`config.mk`:
```
export PLATFORM = sky130hd
export DESIGN_NAME = alu_issue_buffer
export DESIGN_NICKNAME = d
export VERILOG_FILES = /design/src/rtl/alu_issue_buffer_pkg.sv /design/src/rtl/alu_issue_buffer_sync_fifo.sv /design/src/rtl/alu_issue_buffer.sv
export SDC_FILE = /design/constraint.sdc
export NUM_CORES = 1
export LEC_CHECK = 0
export CAP_MARGIN = 10
export CORE_UTILIZATION = 53
export DETAILED_ROUTE_END_ITERATION = 12
export PLACE_DENSITY_LB_ADDON = 0.1
export SKIP_CTS_REPAIR_TIMING = 1
export SYNTH_ARGS = -nofsm -noshare
export SYNTH_HDL_FRONTEND = slang
export SYNTH_SLANG_ARGS = --single-unit
export TNS_END_PERCENT = 100
```
`constraint.sdc`:
```
create_clock -name clk -period 3.1 [get_ports clk]
set_input_delay 0.62 -clock clk [delete_from_list [all_inputs] [get_ports clk]]
set_output_delay 0.62 -clock clk [all_outputs]
set_load 0.05 [all_outputs]
```
`src/rtl/alu_issue_buffer_pkg.sv`:
```
// Shared ALU op encodings and default widths for the ALU and its issue buffer.
// Combinational constants only; no latency, no flow control.
package alu_issue_buffer_pkg;

  localparam int DATA_W_DEF = 16;
  localparam int DEPTH_DEF  = 4;
  localparam int RD_W_DEF   = 3;
  localparam int OP_W       = 2;

  typedef logic [OP_W-1:0] alu_op_t;

  localparam alu_op_t ALU_ADD = 2'b00;
  localparam alu_op_t ALU_SUB = 2'b01;
  localparam alu_op_t ALU_AND = 2'b10;
  localparam alu_op_t ALU_OR  = 2'b11;

  // Width of one buffered op: {op, a, b, rd}.
  function automatic int entry_width(input int data_w, input int rd_w);
    return OP_W + 2 * data_w + rd_w;
  endfunction

endpackage

```
`src/rtl/alu_issue_buffer_sync_fifo.sv`:
```
// DEPTH-entry synchronous FIFO with occupancy count; head visible the cycle after write.
// Caller must not push when full or pop when empty; clear discards same-cycle push/pop.
module sync_fifo #(
  parameter int WIDTH = 8,
  parameter int DEPTH = 4
) (
  input  logic                     clk,
  input  logic                     rst,
  input  logic                     clear,
  input  logic                     push,
  input  logic                     pop,
  input  logic [WIDTH-1:0]         wdata,
  output logic [WIDTH-1:0]         head,
  output logic [$clog2(DEPTH):0]   count
);

  localparam int PTR_W = $clog2(DEPTH);
  localparam int CNT_W = PTR_W + 1;
  localparam logic [PTR_W-1:0] PTR_ONE = PTR_W'(1);
  localparam logic [CNT_W-1:0] CNT_ONE = CNT_W'(1);

  logic [WIDTH-1:0] mem [DEPTH];
  logic [PTR_W-1:0] wr_ptr;
  logic [PTR_W-1:0] rd_ptr;
  logic             do_push;
  logic             do_pop;

  assign do_push = push && !clear && !rst;
  assign do_pop  = pop  && !clear && !rst;

  // Storage has no reset; stale contents are harmless once the pointers are cleared.
  always_ff @(posedge clk) begin
    if (do_push) begin
      mem[wr_ptr] <= wdata;
    end
  end

  always_ff @(posedge clk) begin
    if (rst || clear) begin
      wr_ptr <= '0;
      rd_ptr <= '0;
      count  <= '0;
    end else begin
      if (do_push) begin
        wr_ptr <= wr_ptr + PTR_ONE;
      end
      if (do_pop) begin
        rd_ptr <= rd_ptr + PTR_ONE;
      end
      case ({do_push, do_pop})
        2'b10:   count <= count + CNT_ONE;
        2'b01:   count <= count - CNT_ONE;
        default: count <= count;
      endcase
    end
  end

  assign head = mem[rd_ptr];

endmodule

```
`src/rtl/alu_issue_buffer.sv`:
```
// ALU issue buffer: FIFO of decoded ops feeding the ALU, result captured into a writeback reg.
// Accept-to-wb_valid is 2 edges when idle; in_ready ignores same-cycle pops (full means stall).
module alu_issue_buffer
  import alu_issue_buffer_pkg::*;
#(
  parameter int DATA_W = DATA_W_DEF,
  parameter int DEPTH  = DEPTH_DEF,
  parameter int RD_W   = RD_W_DEF
) (
  input  logic                   clk,
  input  logic                   rst,
  input  logic                   flush,
  input  logic                   in_valid,
  output logic                   in_ready,
  input  logic [OP_W-1:0]        in_op,
  input  logic [DATA_W-1:0]      in_a,
  input  logic [DATA_W-1:0]      in_b,
  input  logic [RD_W-1:0]        in_rd,
  output logic [DATA_W-1:0]      alu_in1,
  output logic [DATA_W-1:0]      alu_in2,
  output logic [OP_W-1:0]        alu_op,
  input  logic [DATA_W-1:0]      alu_result,
  input  logic                   alu_zero,
  output logic                   wb_valid,
  input  logic                   wb_ready,
  output logic [DATA_W-1:0]      wb_result,
  output logic                   wb_zero,
  output logic [RD_W-1:0]        wb_rd,
  output logic [$clog2(DEPTH):0] count
);

  localparam int ENT_W = entry_width(DATA_W, RD_W);
  localparam int CNT_W = $clog2(DEPTH) + 1;
  localparam logic [CNT_W-1:0] CNT_FULL = CNT_W'(DEPTH);

  logic [ENT_W-1:0] in_ent;
  logic [ENT_W-1:0] head_ent;
  logic [RD_W-1:0]  head_rd;
  logic             push;
  logic             pop;

  assign in_ent = {in_op, in_a, in_b, in_rd};
  assign {alu_op, alu_in1, alu_in2, head_rd} = head_ent;

  // Full is judged on registered occupancy only, keeping wb_ready off the in_ready path.
  assign in_ready = !rst && (count != CNT_FULL);
  assign push     = in_valid && in_ready;
  assign pop      = (count != '0) && (!wb_valid || wb_ready);

  sync_fifo #(
    .WIDTH (ENT_W),
    .DEPTH (DEPTH)
  ) u_fifo (
    .clk   (clk),
    .rst   (rst),
    .clear (flush),
    .push  (push),
    .pop   (pop),
    .wdata (in_ent),
    .head  (head_ent),
    .count (count)
  );

  // A squash only invalidates the writeback slot; its payload is left as-is.
  always_ff @(posedge clk) begin
    if (rst) begin
      wb_valid  <= 1'b0;
      wb_result <= '0;
      wb_zero   <= 1'b0;
      wb_rd     <= '0;
    end else if (flush) begin
      wb_valid  <= 1'b0;
    end else if (pop) begin
      wb_valid  <= 1'b1;
      wb_result <= alu_result;
      wb_zero   <= alu_zero;
      wb_rd     <= head_rd;
    end else if (wb_ready) begin
      wb_valid  <= 1'b0;
    end
  end

endmodule

```
==> results.tsv <==
metric	value	unit
clk_skew	0.00848	ns
I/O Pins	118	
vias per cell	5.59	
vias in the first global route	3749	
n_diodes	0	
worst endpoint required time	2.48	ns
dpl hpwl	8.11	mm
endpoints failing setup	0	
H-tree levels	4	
root buf cell	clkbuf_16	
Pre-antenna DRT Iters	4	
CP delay by family, top	buffers and inverters	
fraction of final layout cells sized beyond drive strength 1	0.214	
initial core utilization	0.547	
Gate Count Post-Synth	385	
compound-cell area share of the yosys netlist	0.0442	
crit share post-route	0.935	
Port-buffer cells	117	
minimum clock period	2.90	ns
placed insts	636	
Syn Area/Cell	18.1	um^2
#FFs+latches synth	178	
Core Footprint	0.0127	mm^2
RSZ-0062 raised after global routing	false	
Die X	117	um
final WL	12.9	mm
GRT Util Overall	0.203	
first-pass GRT wire length	19.7	mm
result of the run	complete, no violations	
reg-to-reg slack, setup	0.91	ns
Die Area	0.0136	mm^2
Clock Tree Buf Depth	2	
crit path cell chain	mux4_2 -> clkdlybuf4s50_1	
overflow left after global routing	0	
max-slew violation count	0	
YS warnings	0	
post-route setup slack	0.201	ns
total power	4970	uW
Worst path max stage delay	0.72	ns
Non-Filler Instances	668	
CTS Sinks	178	
Multi-input gate area	0.00152	mm^2
clock buffers created by TritonCTS	17	
Die Y	117	um
largest family of logic cells by synthesized area	multiplexers	
cell area power density	564	mW/mm^2
Hold Path Class	register to register	
Max Cap Viol	0	
Critical Path AT	2.28	ns
Clock Latency Late Sink	0.43	ns
row count	41	
Cell Area, Synth	0.00696	mm^2
Post-Synth Adder-Cell Area	0.0119	
Simple-Gate Fraction of Synth Area	0.0381	
Setup TNS	0	ns
worst vdd ir	427	uV
Critical path buffers and inverters	1	
ranking of synthesized cells by area	edfxtp_1 64%, mux4_2 12%, dfxtp_1 8.6%	
Nets	548	
slowest CP cell	clkdlybuf4s50_1	
fmax	0.345	GHz
pre-CTS WS	0.385	ns
antenna viol nets, final	0	
Hold Slack	0.473	ns
Fillers	871	
FF-to-FF End	u_fifo.count[2]	
initial antenna violation count	0	
final hold viol count	0	
synth-to-layout area growth	26.5	%
CTS tree	built	
Setup CP Type	register to primary output	
Worst Tran Pin Value	0.735	ns
Distinct cells, synth	27	
Slew headroom	0.510	
Synth top area share	0.638	
leakage	0.00298	uW
GP Congestion	0.737	
CP endpoint	alu_in2[6]	
Worst Reg2Reg Path Length in Cells	9	
critical register-to-register path startpoint	u_fifo.count[2]	
largest net degree at the start of global routing	33	
Reg clk slew, reported paths	0.07	ns
Initial DRC Count	340	
CP Capture Type	primary output	
Vias	3734	
Synth area leader	edfxtp_1	
Setup crit start kind	register	
syn nets	450	
mux contribution to synthesized area	0.121	
Critical Path Stages	2	
sequential area share after synthesis	0.725	
Avg WL per Cell	19.3	um
FF+latch area	0.00505	mm^2
post-route DRC violation count	0	
xor/xnor cell area share of the yosys netlist	0.00252	
Max Fanout on Critical Path	13	
==> layout by cell type (no fill, tap or decap), types with 17 or more instances in the layout <==
cell | netlist | routed
a21oi_1 | 27 | 27
buf_4 | 38 | 23
clkbuf_16 | 0 | 17
clkdlybuf4s50_1 | 0 | 89
dfxtp_1 | 30 | 28
dlymetal6s2s_1 | 0 | 21
edfxtp_1 | 148 | 148
mux4_2 | 37 | 37
nand4_1 | 21 | 21
o31ai_1 | 21 | 21
==> report_power, final <==
part           internal (uW)  leakage, uW  switching (uW)
clock                   1090     0.000287             990
sequential              2610      0.00158            8.85
combinational            125      0.00111             151
total                   3820      0.00298            1150
==> worst min path at each step <==
| stage | from | endpoint | slack [ns] | depth (start not counted) |
|---|---|---|---|---|
| finish | wb_rd[0] | wb_rd[0] | 0.47 | 2 |
| global route | wb_result[12] | wb_result[12] | 0.49 | 2 |
| CTS | wb_result[12] | wb_result[12] | 0.48 | 2 |
| detailed placement | wb_result[12] | wb_result[12] | 0.47 | 2 |
| global placement | wb_rd[2] | wb_rd[2] | 0.46 | 2 |
| floorplan | u_fifo.rd_ptr[0] | register | 0.48 | 2 |
==> sequential cells by signal, indices dropped and copies added (netlist names), named ones only <==
register / cells
u_fifo.mem: 148
wb_result: 16
u_fifo.count: 3
wb_rd: 3
u_fifo.rd_ptr: 2
u_fifo.wr_ptr: 2
wb_valid: 1
wb_zero: 1
==> layer usage <==
layer / vias up / wire [um] / global-route usage
li1: 1704 / - / -
met5: - / 0 / 0
met1: 1902 / 5420 / 0.258
met2: 119 / 6520 / 0.332
met3: 9 / 818 / 0.0643
met4: 0 / 124 / 0.0684
==> cells in the mapped netlist <==
| cell type | count |
|---|---|
| dfxtp_1 | 30 |
| buf_1 | 2 |
| ha_1 | 5 |
| nand4_1 | 21 |
| nor2_1 | 6 |
| nor3b_1 | 1 |
| inv_1 | 9 |
| nor3_2 | 2 |
| edfxtp_1 | 148 |
| nor2b_1 | 1 |
| o31ai_1 | 21 |
| buf_2 | 5 |
| o21ai_0 | 3 |
| nor4_1 | 1 |
| nand2b_1 | 1 |
| buf_4 | 38 |
| nand3b_1 | 1 |
| and2_1 | 4 |
| clkbuf_1 | 13 |
| a21oi_1 | 27 |
| mux4_2 | 37 |
| fa_1 | 1 |
| or2_2 | 1 |
| or3_1 | 3 |
| xor2_1 | 2 |
| or4_1 | 1 |
| mux2_2 | 1 |
==> stage by stage <==
step / cell area (um^2) / utilization
after floorplan: 6960 / -
after global placement: 8180 / 0.643
after detailed placement: 8180 / 0.643
after CTS: 8760 / 0.688
after global routing: 8810 / 0.693
final: 8810 / 0.693
==> logic make-up after synthesis <==
family	after synthesis
XOR/XNOR	2
buffers and inverters	67
flip-flops	178
adder cells (fa/ha/maj)	6
AO/OA/AOI/OAI	51
AND/OR/NAND/NOR	43
multiplexers	38
==> area by class of cell <==
cell class,instances,share of cell area
Multi-Input combinational cell,140,0.173
Tap cell,172,0.0244
Inverter,9,0.00383
Timing Repair Buffer,137,0.160
Clock inverter,15,0.0179
Sequential cell,178,0.573
Clock buffer,17,0.0483
==> worst reg2reg max path: cells and delay by family, from the launching register on <==
kind,cells,cell delay (ns)
xor+xnor,1,0.16
simple gates,3,0.72
fa+ha+maj,2,0.55
flops,1,0.42
compound gates,1,0.15
buf+inv,2,0.13
Power figures use the tool's default switching activity.
